==> src/rtl/fc_pkg.sv <==
// rtl/fc_pkg.sv - shared sizing helpers and loader state type for the FC weight path
package fc_pkg;

  // Number of weight words held for an MxN layer read P words at a time.
  function automatic int calc_depth(input int m, input int n, input int p);
    return (m * n) / p;
  endfunction

  // Address width for calc_depth words; never narrower than one bit.
  function automatic int calc_aw(input int m, input int n, input int p);
    int d;
    d = calc_depth(m, n, p);
    return (d > 1) ? $clog2(d) : 1;
  endfunction

  typedef enum logic [0:0] {
    LOAD = 1'b0,
    DONE = 1'b1
  } ld_state_e;

endpackage

==> src/rtl/fc_weight_loader_if.sv <==
// rtl/fc_weight_loader_if.sv - weight load stream, read port and status bundle
interface fc_weight_loader_if #(
  parameter int T  = 16,
  parameter int AW = 6
);

  logic                reload;
  logic                w_valid;
  logic                w_ready;
  logic signed [T-1:0] w_data;
  logic                load_done;
  logic [AW-1:0]       rd_addr;
  logic signed [T-1:0] rd_data;
  logic [T+AW-1:0]     checksum;

  // Host / consumer side.
  modport master (
    output reload, w_valid, w_data, rd_addr,
    input  w_ready, load_done, rd_data, checksum
  );

  // Loader side.
  modport slave (
    input  reload, w_valid, w_data, rd_addr,
    output w_ready, load_done, rd_data, checksum
  );

endinterface

==> src/rtl/weight_ram_1w1r.sv <==
// rtl/weight_ram_1w1r.sv - DEPTH x T RAM, one sync write port, one registered read port
module weight_ram_1w1r #(
  parameter int DEPTH = 48,
  parameter int T     = 16,
  parameter int AW    = 6
) (
  input  logic                clk_i,
  input  logic                rst_i,
  input  logic                we_i,
  input  logic [AW-1:0]       waddr_i,
  input  logic signed [T-1:0] wdata_i,
  input  logic [AW-1:0]       raddr_i,
  output logic signed [T-1:0] rdata_o
);

  localparam logic [AW:0] DEPTH_W = (AW + 1)'(DEPTH);

  logic signed [T-1:0] mem [DEPTH];
  logic signed [T-1:0] rdata_q;
  logic signed [T-1:0] rdata_d;
  logic                raddr_ok;

  assign raddr_ok = ({1'b0, raddr_i} < DEPTH_W);

  // Read mux: addresses past the last word read as zero.
  always_comb begin
    rdata_d = '0;
    if (raddr_ok) begin
      rdata_d = mem[raddr_i];
    end
  end

  // Storage array is not reset; the loader overwrites every word before use.
  always_ff @(posedge clk_i) begin
    if (we_i) begin
      mem[waddr_i] <= wdata_i;
    end
  end

  // Registered read data; sampling before the write lands gives read-before-write.
  always_ff @(posedge clk_i or posedge rst_i) begin
    if (rst_i) begin
      rdata_q <= '0;
    end else begin
      rdata_q <= rdata_d;
    end
  end

  assign rdata_o = rdata_q;

endmodule

==> src/rtl/fc_weight_loader.sv <==
// rtl/fc_weight_loader.sv - run-time weight loader replacing the FC weight ROM; optional FC_WEIGHT_CHECKSUM_EN
module fc_weight_loader
  import fc_pkg::*;
#(
  parameter int M = 6,
  parameter int N = 8,
  parameter int T = 16,
  parameter int P = 1,
  localparam int DEPTH = calc_depth(M, N, P),
  localparam int AW    = calc_aw(M, N, P)
) (
  input  logic             clk_i,
  input  logic             reset_i,
  fc_weight_loader_if.slave bus
);

  localparam logic [AW-1:0] LAST_ADDR = AW'(DEPTH - 1);
  localparam int            CW        = T + AW;

  ld_state_e     state_q, state_d;
  logic [AW-1:0] wr_addr_q, wr_addr_d;
  logic          load_done_q, load_done_d;
  logic          w_ready;
  logic          wr_en;

  assign w_ready = (state_q == LOAD) && !bus.reload;

  // Next state, write address and write strobe.
  always_comb begin
    state_d   = state_q;
    wr_addr_d = wr_addr_q;
    wr_en     = 1'b0;
    case (state_q)
      LOAD: begin
        if (bus.reload) begin
          wr_addr_d = '0;
        end else if (bus.w_valid) begin
          wr_en = 1'b1;
          if (wr_addr_q == LAST_ADDR) begin
            state_d   = DONE;
            wr_addr_d = '0;
          end else begin
            wr_addr_d = wr_addr_q + AW'(1);
          end
        end
      end
      DONE: begin
        if (bus.reload) begin
          state_d   = LOAD;
          wr_addr_d = '0;
        end
      end
      default: begin
        state_d   = LOAD;
        wr_addr_d = '0;
      end
    endcase
    load_done_d = (state_d == DONE);
  end

  // State, write pointer and done flag registers.
  always_ff @(posedge clk_i or posedge reset_i) begin
    if (reset_i) begin
      state_q     <= LOAD;
      wr_addr_q   <= '0;
      load_done_q <= 1'b0;
    end else begin
      state_q     <= state_d;
      wr_addr_q   <= wr_addr_d;
      load_done_q <= load_done_d;
    end
  end

`ifdef FC_WEIGHT_CHECKSUM_EN
  logic [CW-1:0] checksum_q, checksum_d;
  logic [CW-1:0] w_ext;

  assign w_ext = {{AW{bus.w_data[T-1]}}, bus.w_data};

  // Wrapping sum of every accepted word; reload starts a new sum.
  always_comb begin
    checksum_d = checksum_q;
    if (bus.reload) begin
      checksum_d = '0;
    end else if (wr_en) begin
      checksum_d = checksum_q + w_ext;
    end
  end

  // Checksum accumulator register.
  always_ff @(posedge clk_i or posedge reset_i) begin
    if (reset_i) begin
      checksum_q <= '0;
    end else begin
      checksum_q <= checksum_d;
    end
  end

  assign bus.checksum = checksum_q;
`else
  assign bus.checksum = {CW{1'b0}};
`endif

  weight_ram_1w1r #(
    .DEPTH (DEPTH),
    .T     (T),
    .AW    (AW)
  ) u_ram (
    .clk_i   (clk_i),
    .rst_i   (reset_i),
    .we_i    (wr_en),
    .waddr_i (wr_addr_q),
    .wdata_i (bus.w_data),
    .raddr_i (bus.rd_addr),
    .rdata_o (bus.rd_data)
  );

  assign bus.w_ready   = w_ready;
  assign bus.load_done = load_done_q;

endmodule

==> src/flat_wrapper.sv <==
// flat-port wrapper written by rule: the top's interface ports become plain ports
module fc_weight_loader_flat import fc_pkg::*;
#(
  parameter int M = 6,
  parameter int N = 8,
  parameter int T = 16,
  parameter int P = 1,
  localparam int DEPTH = calc_depth(M, N, P),
  localparam int AW    = calc_aw(M, N, P)
)
  (clk_i, reset_i, bus_reload, bus_w_valid, bus_w_data, bus_rd_addr, bus_w_ready, bus_load_done, bus_rd_data, bus_checksum);
  fc_weight_loader_if #(.T(T), .AW(6)) bus_i ();
  input  logic clk_i;
  input  logic reset_i;
  input wire logic [$bits(bus_i.reload)-1:0] bus_reload;
  input wire logic [$bits(bus_i.w_valid)-1:0] bus_w_valid;
  input wire logic [$bits(bus_i.w_data)-1:0] bus_w_data;
  input wire logic [$bits(bus_i.rd_addr)-1:0] bus_rd_addr;
  output wire logic [$bits(bus_i.w_ready)-1:0] bus_w_ready;
  output wire logic [$bits(bus_i.load_done)-1:0] bus_load_done;
  output wire logic [$bits(bus_i.rd_data)-1:0] bus_rd_data;
  output wire logic [$bits(bus_i.checksum)-1:0] bus_checksum;
  assign bus_i.reload = bus_reload;
  assign bus_i.w_valid = bus_w_valid;
  assign bus_i.w_data = bus_w_data;
  assign bus_i.rd_addr = bus_rd_addr;
  assign bus_w_ready = bus_i.w_ready;
  assign bus_load_done = bus_i.load_done;
  assign bus_rd_data = bus_i.rd_data;
  assign bus_checksum = bus_i.checksum;
  fc_weight_loader #(.M(M), .N(N), .T(T), .P(P)) u_core (.clk_i(clk_i), .reset_i(reset_i), .bus(bus_i));
endmodule
==> config.mk <==
export PLATFORM = sky130hd
export DESIGN_NAME = fc_weight_loader_flat
export DESIGN_NICKNAME = d
export VERILOG_FILES = /design/src/rtl/fc_pkg.sv /design/src/rtl/fc_weight_loader_if.sv /design/src/rtl/weight_ram_1w1r.sv /design/src/rtl/fc_weight_loader.sv /design/src/flat_wrapper.sv
export SDC_FILE = /design/constraint.sdc
export NUM_CORES = 1
export LEC_CHECK = 0
export BUFFER_PORTS_ARGS = -buffer_cell sky130_fd_sc_hd__buf_2
export CAP_MARGIN = 30
export CORE_MARGIN = 4
export CORE_UTILIZATION = 57
export DETAILED_ROUTE_END_ITERATION = 6
export PLACE_DENSITY = 0.85
export SYNTH_ARGS = -nofsm -noshare
export SYNTH_HDL_FRONTEND = slang
export SYNTH_SLANG_ARGS = --single-unit
==> constraint.sdc <==
create_clock -name clk_i -period 5.9 [get_ports clk_i]
set_input_delay 1.18 -clock clk_i [delete_from_list [all_inputs] [get_ports clk_i]]
set_output_delay 1.18 -clock clk_i [all_outputs]
set_load 0.05 [all_outputs]
# [Yosys cells after proc, flatten, opt, wreduce, memory -nomap -nowiden]
# Memories as Yosys holds them, arrays and structs flattened.
# Cells that the tools add are included.
[word_totals] elab_cells=29 mem_bits_rw=768 reg_bits=23 mem_count=1 output_inout_bits=40
[classes] n_eq_ne=3 n_reduce_logical=3 n_addsub=1 magnitude_cmp=1 bitwise=1 mux=16
[memory_table] name="u_core.u_ram.mem" depth=48 width=16 rd=1 rd_ports_with_merged_regs=0 wr=1 line_no="weight_ram_1w1r.sv:18" text="logic signed [T-1:0] mem [DEPTH];"
[ops] operator="2-to-1 mux 6 bit" count=4
[ops] operator="2-to-1 mux 16 bit" count=1
[ops] operator="one-hot mux 6 bit (2 select lines)" count=1
[ops] operator="2-to-1 mux 1 bit" count=9
[ops] operator="adder 6 x 1 -> 6 bit, second input constant" count=1
[ops] operator="equality test 6 bit, second input constant" count=1
[ops] operator="< comparator 6 bit, second input constant" count=1
[ops] operator="inequality test 3 bit, second input constant" count=1
[ops] operator="inequality test 2 bit, second input constant" count=1
[ops] operator="one-hot mux 1 bit (2 select lines)" count=1
[ops] operator="AND reduction 2 bit" count=1
[ops] operator="logical AND 1 bit" count=1
[ops] operator="logical NOT 1 bit" count=1
[ops] operator="NOT 1 bit" count=1

# [Longest topological paths before layout]
# Gate-level depths: netlist of the first run.
[logic_depth] depth_word=5 mapped_depth=10 mapped_depth_nobuf=6

# [Modules after synthesis]
# A second synthesis of the first run with hierarchy kept.
[hier_totals] hier_cells=1400 hier_area_um2=30444.2
[modules_own_cells] mod="weight_ram_1w1r" area_per_inst_um2=29912.4 instances=1 cells_each=1340 seq_area_each_um2=23462.5
[modules_own_cells] mod="fc_weight_loader" area_per_inst_um2=531.8 instances=1 cells_each=60 seq_area_each_um2=175.2

# [Least setup slack after synthesis of the first run]
# OpenSTA, ideal clock, no wires.
[synth_path] kind="input to register" startpoint="input bus_reload" endpoint="memory u_core.u_ram.mem[16][0], enable pin" t_arrival_ns=4.347 t_required_ns=5.470 slack_ns=1.123 path_stages=6 path_buffers=2 cell_sequence="clkbuf_1 > nor2_1 > and2_1 > clkbuf_1 > nand3_1 > nor4_1"
[synth_between] elab_chain_len=4
[synth_rtl] element="from (decl)" line_no="flat_wrapper.sv:15" text="input wire logic [$bits(bus_i.reload)-1:0] bus_reload;"
[synth_rtl] element="2-to-1 mux 1 bit" line_no="fc_weight_loader.sv:35" text="if (bus.reload) begin"
[synth_rtl] element="2-to-1 mux 1 bit" line_no="fc_weight_loader.sv:33" text="case (state_q)"
[synth_rtl] element="2-to-1 mux 1 bit" line_no="weight_ram_1w1r.sv:35" text="if (we_i) begin"
[synth_rtl] element="2-to-1 mux 1 bit (implied by the code)" line_no="weight_ram_1w1r.sv:36" text="mem[waddr_i] <= wdata_i;"
[synth_rtl] element="to (decl)" line_no="weight_ram_1w1r.sv:18"
# No other way between the ends.

# [Worst setup path in the final report of the first run]
[layout_path] startpoint="input bus_rd_addr[3]" endpoint="register u_core.u_ram.rdata_q[7] (netlist: u_core.u_ram.rdata_o[7])"
[layout_between] elab_chain_len=2
[layout_rtl] element="from (decl)" line_no="flat_wrapper.sv:18" text="input wire logic [$bits(bus_i.rd_addr)-1:0] bus_rd_addr;"
[layout_rtl] element="memory read (48 x 16 bit) / < comparator 6 bit (equally long branches)"
[layout_rtl] element="2-to-1 mux 16 bit *" line_no="weight_ram_1w1r.sv:28" text="if (raddr_ok) begin"
[layout_rtl] element="named net u_core.u_ram.rdata_d[7]" line_no="weight_ram_1w1r.sv:20" text="logic signed [T-1:0] rdata_d;"
[layout_rtl] element="to (signal assigned)" line_no="weight_ram_1w1r.sv:45" text="rdata_q <= rdata_d;"
[layout_rtl] element="to (decl)" line_no="weight_ram_1w1r.sv:19" text="logic signed [T-1:0] rdata_q;"
# Mark *: on every way through the listed nets, which the timed path passes. The rest lies on a longest branch.
# A chain may end at the register's enable or synchronous reset.

==> results of run 1 <==
[stage by stage]
step	cell area, um2	worst slack [ns]	hold slack, ns	util	cells
final	34000	2.60	0.541	0.645	2255
after detailed placement	31600	2.04	0.628	0.598	2115
after floorplan	30500	1.12	0.578	-	1422
after CTS	34000	2.69	0.528	0.645	2254
after global placement	31500	2.05	0.587	0.598	2112
after global routing	34000	2.48	0.530	0.645	2254
[state kept, by name, indices dropped and copies added, names as in the netlist]
register              flops
u_core.wr_addr_q          6
u_core.u_ram.mem        768
u_core.u_ram.rdata_o     16
u_core.state_q            1
[power by group through the flow]
stage	Sequential, W	Combinational (W)	Clock (W)
after global routing	0.00620	0.000602	0.00507
final	0.00621	0.000571	0.00477
after floorplan	0.00636	0.000332	0
after detailed placement	0.00632	0.000562	0
after global placement	0.00632	0.000536	0
after CTS	0.00620	0.000571	0.00482
[synthesized netlist by cell type, drive strengths merged]
library cell	number	area (um2)
a21oi	36	180
a221oi	17	149
a22o	6	52.6
a22oi	36	270
a31oi	1	6.26
and2	4	25.0
and3	1	6.26
buf	65	434
clkbuf	36	135
conb	1	3.75
dfrtp	23	576
edfxtp	768	23100
ha	1	12.5
inv	5	18.8
mux2i	49	490
mux4	184	4140
nand2	13	48.8
nand2b	3	18.8
nand3	4	20.0
nand3b	9	67.6
nand4	1	6.26
nand4b	3	26.3
nor2	66	248
nor2b	7	43.8
nor3	6	30.0
nor3b	1	7.51
nor4	2	12.5
o21ai	15	75.1
o22ai	12	75.1
o41ai	8	70.1
or2	1	6.26
or3	11	68.8
or3b	3	26.3
or4b	2	20.0
xor2	1	8.76
[worst max-delay path, stage by stage]
cell     delay, ns
buf_2         0.58
inv_1         0.11
buf_4         0.29
nor2_1        0.82
a22oi_1       0.27
a21oi_1       0.39
or3_1         0.17
[layer usage]
layer	share of wire	wire length, um
met1	0.36	25900
met2	0.50	36100
met3	0.11	7930
met4	0.036	2630
met5	0.00018	13
[final cells by class]
| cell class | count | share of cell area |
|---|---|---|
| tap | 688 | 0.0253 |
| inverter | 5 | 0.000552 |
| antenna | 1 | 0.0000736 |
| timing repair buffer | 106 | 0.0219 |
| clock buffer | 100 | 0.0588 |
| sequential | 791 | 0.695 |
| multi-input combinational | 525 | 0.186 |
| clock inverter | 39 | 0.0129 |
[how the worst max path moves through the flow]
stage          depth (start not counted)                       to           start  slack [ns]
4_1_cts                                6  u_core.u_ram.rdata_o[4]  bus_rd_addr[0]        2.69
5_1_grt                                6  u_core.u_ram.rdata_o[0]  bus_rd_addr[0]        2.48
3_5_place_dp                           6  u_core.u_ram.rdata_o[0]  bus_rd_addr[0]        2.04
3_3_place_gp                           6  u_core.u_ram.rdata_o[2]  bus_rd_addr[0]        2.05
6_report                               7  u_core.u_ram.rdata_o[7]  bus_rd_addr[3]        2.60
2_1_floorplan                          6  u_core.u_ram.mem[16][0]      bus_reload        1.12
[kinds of logic (layout without fill, tap and decap cells)]
kind of cell               after synthesis  in the layout  synth area share
AOI/OAI and AO/OA                      131            131            0.0288
xor gates and xnor gates                 1              1          0.000288
adders and majority gates                1              1          0.000411
buffers and inverters                  106            250            0.0193
DFF                                    791            791             0.776
muxes                                  233            233             0.152
other                                    1             23          0.000123
and+or+nand+nor                        137            137            0.0224
==> results.sh, run 1 <==
export IMPL_power_w=0.0115
export IMPL_die_height_um=239
export IMPL_p_per_area_mw_per_mm2=340
export IMPL_cp_max_fo=24
export IMPL_ff2ff_setup_slack_ns=3.04
export IMPL_worstPathRequired_ns=6.47
export IMPL_synth_distinct_cells=39
export IMPL_start_util=0.577
export IMPL_power_frac_clock=0.413
export IMPL_clock_path_buffers=3
export IMPL_endpoint_kind="flop"
export IMPL_num_rows=84
export IMPL_gr_total_overflow=0
export IMPL_path_clk_slew_ns=0.07
export IMPL_final_net_count=1531
export IMPL_final_cell_mix="edfxtp_1 (768), mux4_2 (184), clkbuf_16 (75), nor2_1 (66), buf_4 (61)"
export IMPL_cts_tree="built"
export IMPL_hold_viol_final=0
export IMPL_drc=0
export IMPL_htreeDepth=3
export IMPL_worstReg2RegStart="u_core.wr_addr_q[1]"
export IMPL_rsz0062_at_grt="no"
export IMPL_cts_buffers_inserted=75
export IMPL_hpwl_um=40100
export IMPL_routabilityCongestion=0.838
export IMPL_routed_via_density=6.82
export IMPL_met2_usage=0.419
export IMPL_ant_nets=0
export IMPL_core_mm2=0.0528
export IMPL_setup_tns_ns=0
export IMPL_die_width_um=239
export IMPL_pwr_share_seq=0.537
export IMPL_p_int_w=0.00906
export IMPL_routed_wl_um=72600
export IMPL_switching_share=0.216
export IMPL_io_buffers=43
export IMPL_clock_latency_ns=0.64
export IMPL_yosysSeqAreaShare=0.776
export IMPL_pwr_share_comb=0.049
export IMPL_grt_pass1_wl_um=106000
export IMPL_ys_ff_latch=791
export IMPL_reg2regPathDepth=4
export IMPL_crit_arrival_ns=3.87
export IMPL_met3_usage=0.0572
export IMPL_setup_viol_count_final=0
export IMPL_worst_setup_path_type="in -> reg"
export IMPL_ir_drop_mv=0.294
export IMPL_seqCellArea_mm2=0.0236
export IMPL_clkSinkCount=791
export IMPL_fin_crit_ns=3.30
export IMPL_worst_pin_slew_ns=1.03
export IMPL_start_kind="primary input"
export IMPL_outcome="completed"
export IMPL_busiest_layer="met2"
export IMPL_layout_commonest_cell="edfxtp_1"
export IMPL_grt_use_met1=0.362
export IMPL_max_slew_margin=0.311
export IMPL_multi_input_area_mm2=0.00631
export IMPL_grt_max_degree=89
export IMPL_antenna_found_initial=2
export IMPL_synthCells=1401
export IMPL_p_leak_nw=10.9
export IMPL_rr_endpoint="u_core.u_ram.mem[10][1]"
export IMPL_ctsHoldBuffers=0
export IMPL_yosys_warnings=0
export IMPL_maxCapViolCount=0
export IMPL_min_period_over_period=0.559
export IMPL_avgSynthCellArea_um2=21.7
export IMPL_grt_pass1_vias=15398
export IMPL_netlist_area_mm2=0.0304
export IMPL_switchingPower_w=0.00249
export IMPL_cts_root_buf="clkbuf_16"
export IMPL_area_growth_pct=11.7
export IMPL_drtIter0Drc=2433
export IMPL_grtUsageTotal=0.259
export IMPL_io_pins=66
export IMPL_vias=15382
export IMPL_firstDrtPassIters=5
export IMPL_fillers=3302
export IMPL_final_layout_size_suffix_gt1_frac=0.261
export IMPL_fin_skew_ns=0.0270
export IMPL_hold_path_class="in -> async"
export IMPL_die_area_mm2=0.0572
export IMPL_cts_resized=0
export IMPL_wl_per_cell_um=32.2
export IMPL_finalMaxSlewViolations=0
export IMPL_cts_setup_buffers=0
export IMPL_clock_fmax_mhz=303
Power figures use the tool's default switching activity.
==> run 2, diff against run 1 <==
==> constraint.sdc (replaced) <==
create_clock -name clk_i -period 3.39 [get_ports clk_i]
set_input_delay 0.678 -clock clk_i [delete_from_list [all_inputs] [get_ports clk_i]]
set_output_delay 0.678 -clock clk_i [all_outputs]
set_load 0.05 [all_outputs]
==> run 2 against run 1 <==
  * Global-route usage up 0.36 points
  * First-iteration DRC count up 2.3%
  * Critical path depth down 3
  * Routed wire length up 1.8%
  * Critical endpoint is now u_core.u_ram.mem[25][11]
==> results.sh, run 2 (synthesized netlist as in run 1, its figures left out) <==
export IMPL_max_slew_margin=0.340
export IMPL_endpoint_kind="flop"
export IMPL_power_w=0.0208
export IMPL_final_cell_mix="edfxtp_1 (768), mux4_2 (184), clkbuf_16 (77), buf_4 (69), nor2_1 (65)"
export IMPL_core_mm2=0.0528
export IMPL_cts_setup_buffers=0
export IMPL_grt_pass1_vias=15857
export IMPL_worst_slack_ns=0.530
export IMPL_routabilityCongestion=0.850
export IMPL_die_area_mm2=0.0572
export IMPL_fin_crit_ns=2.86
export IMPL_cp_max_fo=16
export IMPL_critPathBufInv=1
export IMPL_die_height_um=239
export IMPL_grt_pass1_wl_um=108000
export IMPL_drc=0
export IMPL_worstPathRequired_ns=3.67
export IMPL_clock_path_buffers=3
export IMPL_path_clk_slew_ns=0.06
export IMPL_vias=15529
export IMPL_min_period_over_period=0.844
export IMPL_start_kind="flop"
export IMPL_firstDrtPassIters=5
export IMPL_cts_root_buf="clkbuf_16"
export IMPL_largest_reg_flops=768
export IMPL_clock_latency_ns=0.63
export IMPL_switching_share=0.210
export IMPL_worst_setup_path_type="reg -> reg"
export IMPL_ctsHoldBuffers=0
export IMPL_cp_startpoint="u_core.wr_addr_q[0]"
export IMPL_crit_arrival_ns=3.14
export IMPL_cts_tree="built"
export IMPL_path_depth=4
export IMPL_start_util=0.577
export IMPL_cts_resized=0
export IMPL_io_pins=66
export IMPL_power_frac_clock=0.431
export IMPL_clkSinkCount=791
export IMPL_drtIter0Drc=2488
export IMPL_clock_fmax_mhz=350
export IMPL_worstReg2RegStart="u_core.wr_addr_q[0]"
export IMPL_hpwl_um=40700
export IMPL_p_leak_nw=11.1
export IMPL_endpoint="u_core.u_ram.mem[25][11]"
export IMPL_htreeDepth=3
export IMPL_regMostFlops="u_core.u_ram.mem"
export IMPL_setup_viol_count_final=0
export IMPL_dp_slack_ns=0.570
export IMPL_ir_drop_mv=0.620
export IMPL_gr_total_overflow=0
export IMPL_p_per_area_mw_per_mm2=603
export IMPL_worstPathCellList="or3b_2 > or4b_2 > nor2_1 > buf_4"
export IMPL_grtUsageTotal=0.262
export IMPL_switchingPower_w=0.00437
export IMPL_grt_max_degree=59
export IMPL_area_growth_pct=13.1
export IMPL_postLayoutCoreUtil=0.653
export IMPL_cts_buffers_inserted=76
export IMPL_fin_skew_ns=0.0266
export IMPL_layout_commonest_cell="edfxtp_1"
export IMPL_hold_viol_final=0
export IMPL_final_layout_size_suffix_gt1_frac=0.273
export IMPL_reg2regPathDepth=4
export IMPL_pwr_share_seq=0.520
export IMPL_place_area_mm2=0.0318
export IMPL_ant_nets=0
export IMPL_hold_slack_ns=0.123
export IMPL_postLayoutCellArea_mm2=0.0344
export IMPL_io_buffers=43
export IMPL_outcome="completed"
export IMPL_routed_via_density=6.83
export IMPL_ff2ff_setup_slack_ns=0.53
export IMPL_wl_per_cell_um=32.5
export IMPL_rsz0062_at_grt="no"
export IMPL_cpPeakStageDelay_ns=0.74
export IMPL_die_width_um=239
export IMPL_critical_path_top_delay_family="simple AND/OR/NAND/NOR gates"
export IMPL_antenna_found_initial=4
export IMPL_pwr_share_comb=0.049
export IMPL_finalMaxSlewViolations=0
export IMPL_hold_path_class="in -> async"
export IMPL_p_int_w=0.0164
export IMPL_cpMaxStageDelayCell="or4b_2"
export IMPL_worst_pin_slew_ns=0.991
export IMPL_maxCapViolCount=0
export IMPL_rr_endpoint="u_core.u_ram.mem[25][11]"
export IMPL_num_rows=84
export IMPL_routed_wl_um=73900
export IMPL_final_net_count=1547
[run 2: changes by cell type in the layout (fill, tap and decap cells not counted), moves of 3 or more]
cell / before / now
bufinv_16: 6 / 13
clkbuf_1: 22 / 9
buf_4: 61 / 69
clkinv_1: 7 / 12
buf_12: 1 / 9
clkinv_8: 5 / 2
inv_16: 0 / 3
[run 2: layer usage]
| metal | vias up | routed length, um | global-route usage |
|---|---|---|---|
| met5 | - | 7 | 0 |
| met4 | 2 | 3540 | 0.106 |
| met3 | 236 | 8360 | 0.0648 |
| met2 | 1242 | 36400 | 0.422 |
| met1 | 7979 | 25600 | 0.353 |
| li1 | 6070 | - | - |
[run 2: worst reg2reg max path, stage by stage, from the launching register on]
cell,delay [ns]
dfrtp_1,0.71
or3b_2,0.54
or4b_2,0.74
nor2_1,0.17
buf_4,0.36
[run 2: how the worst min path moves through the flow]
stage	startpoint	end	slack, ns	cells past startpoint
3_5_place_dp	u_core.wr_addr_q[4]	u_core.wr_addr_q[4]	0.66	2
3_3_place_gp	u_core.wr_addr_q[5]	u_core.wr_addr_q[5]	0.62	2
4_1_cts	reset_i	u_core.u_ram.rdata_o[12]	0.11	3
5_1_grt	reset_i	u_core.u_ram.rdata_o[12]	0.15	3
2_1_floorplan	u_core.wr_addr_q[5]	u_core.wr_addr_q[5]	0.58	2
6_report	reset_i	u_core.u_ram.rdata_o[12]	0.12	3
[run 2: through the flow]
stage	TNS, ns	cells
floorplan	-4.92	1422
global placement	0	2128
detailed placement	0	2130
CTS	0	2269
global route	0	2269
finish	0	2272
[run 2: power groups by stage]
| stage | registers [W] | clock network, W | logic [W] |
|---|---|---|---|
| after floorplan | 0.0111 | 0 | 0.000580 |
| after CTS | 0.0108 | 0.00903 | 0.00102 |
| after global placement | 0.0110 | 0 | 0.000966 |
| after detailed placement | 0.0110 | 0 | 0.00100 |
| after global routing | 0.0108 | 0.00945 | 0.00108 |
| final | 0.0108 | 0.00895 | 0.00102 |
[run 2: area by class of cell]
type / count / area [um2]
Fill cell: 3219 / 18300
Sequential cell: 791 / 23600
Multi-Input combinational cell: 525 / 6330
Antenna cell: 3 / 7.51
Clock buffer: 90 / 2020
Tap cell: 688 / 861
Inverter: 5 / 18.8
Timing Repair Buffer: 121 / 936
Clock inverter: 49 / 637
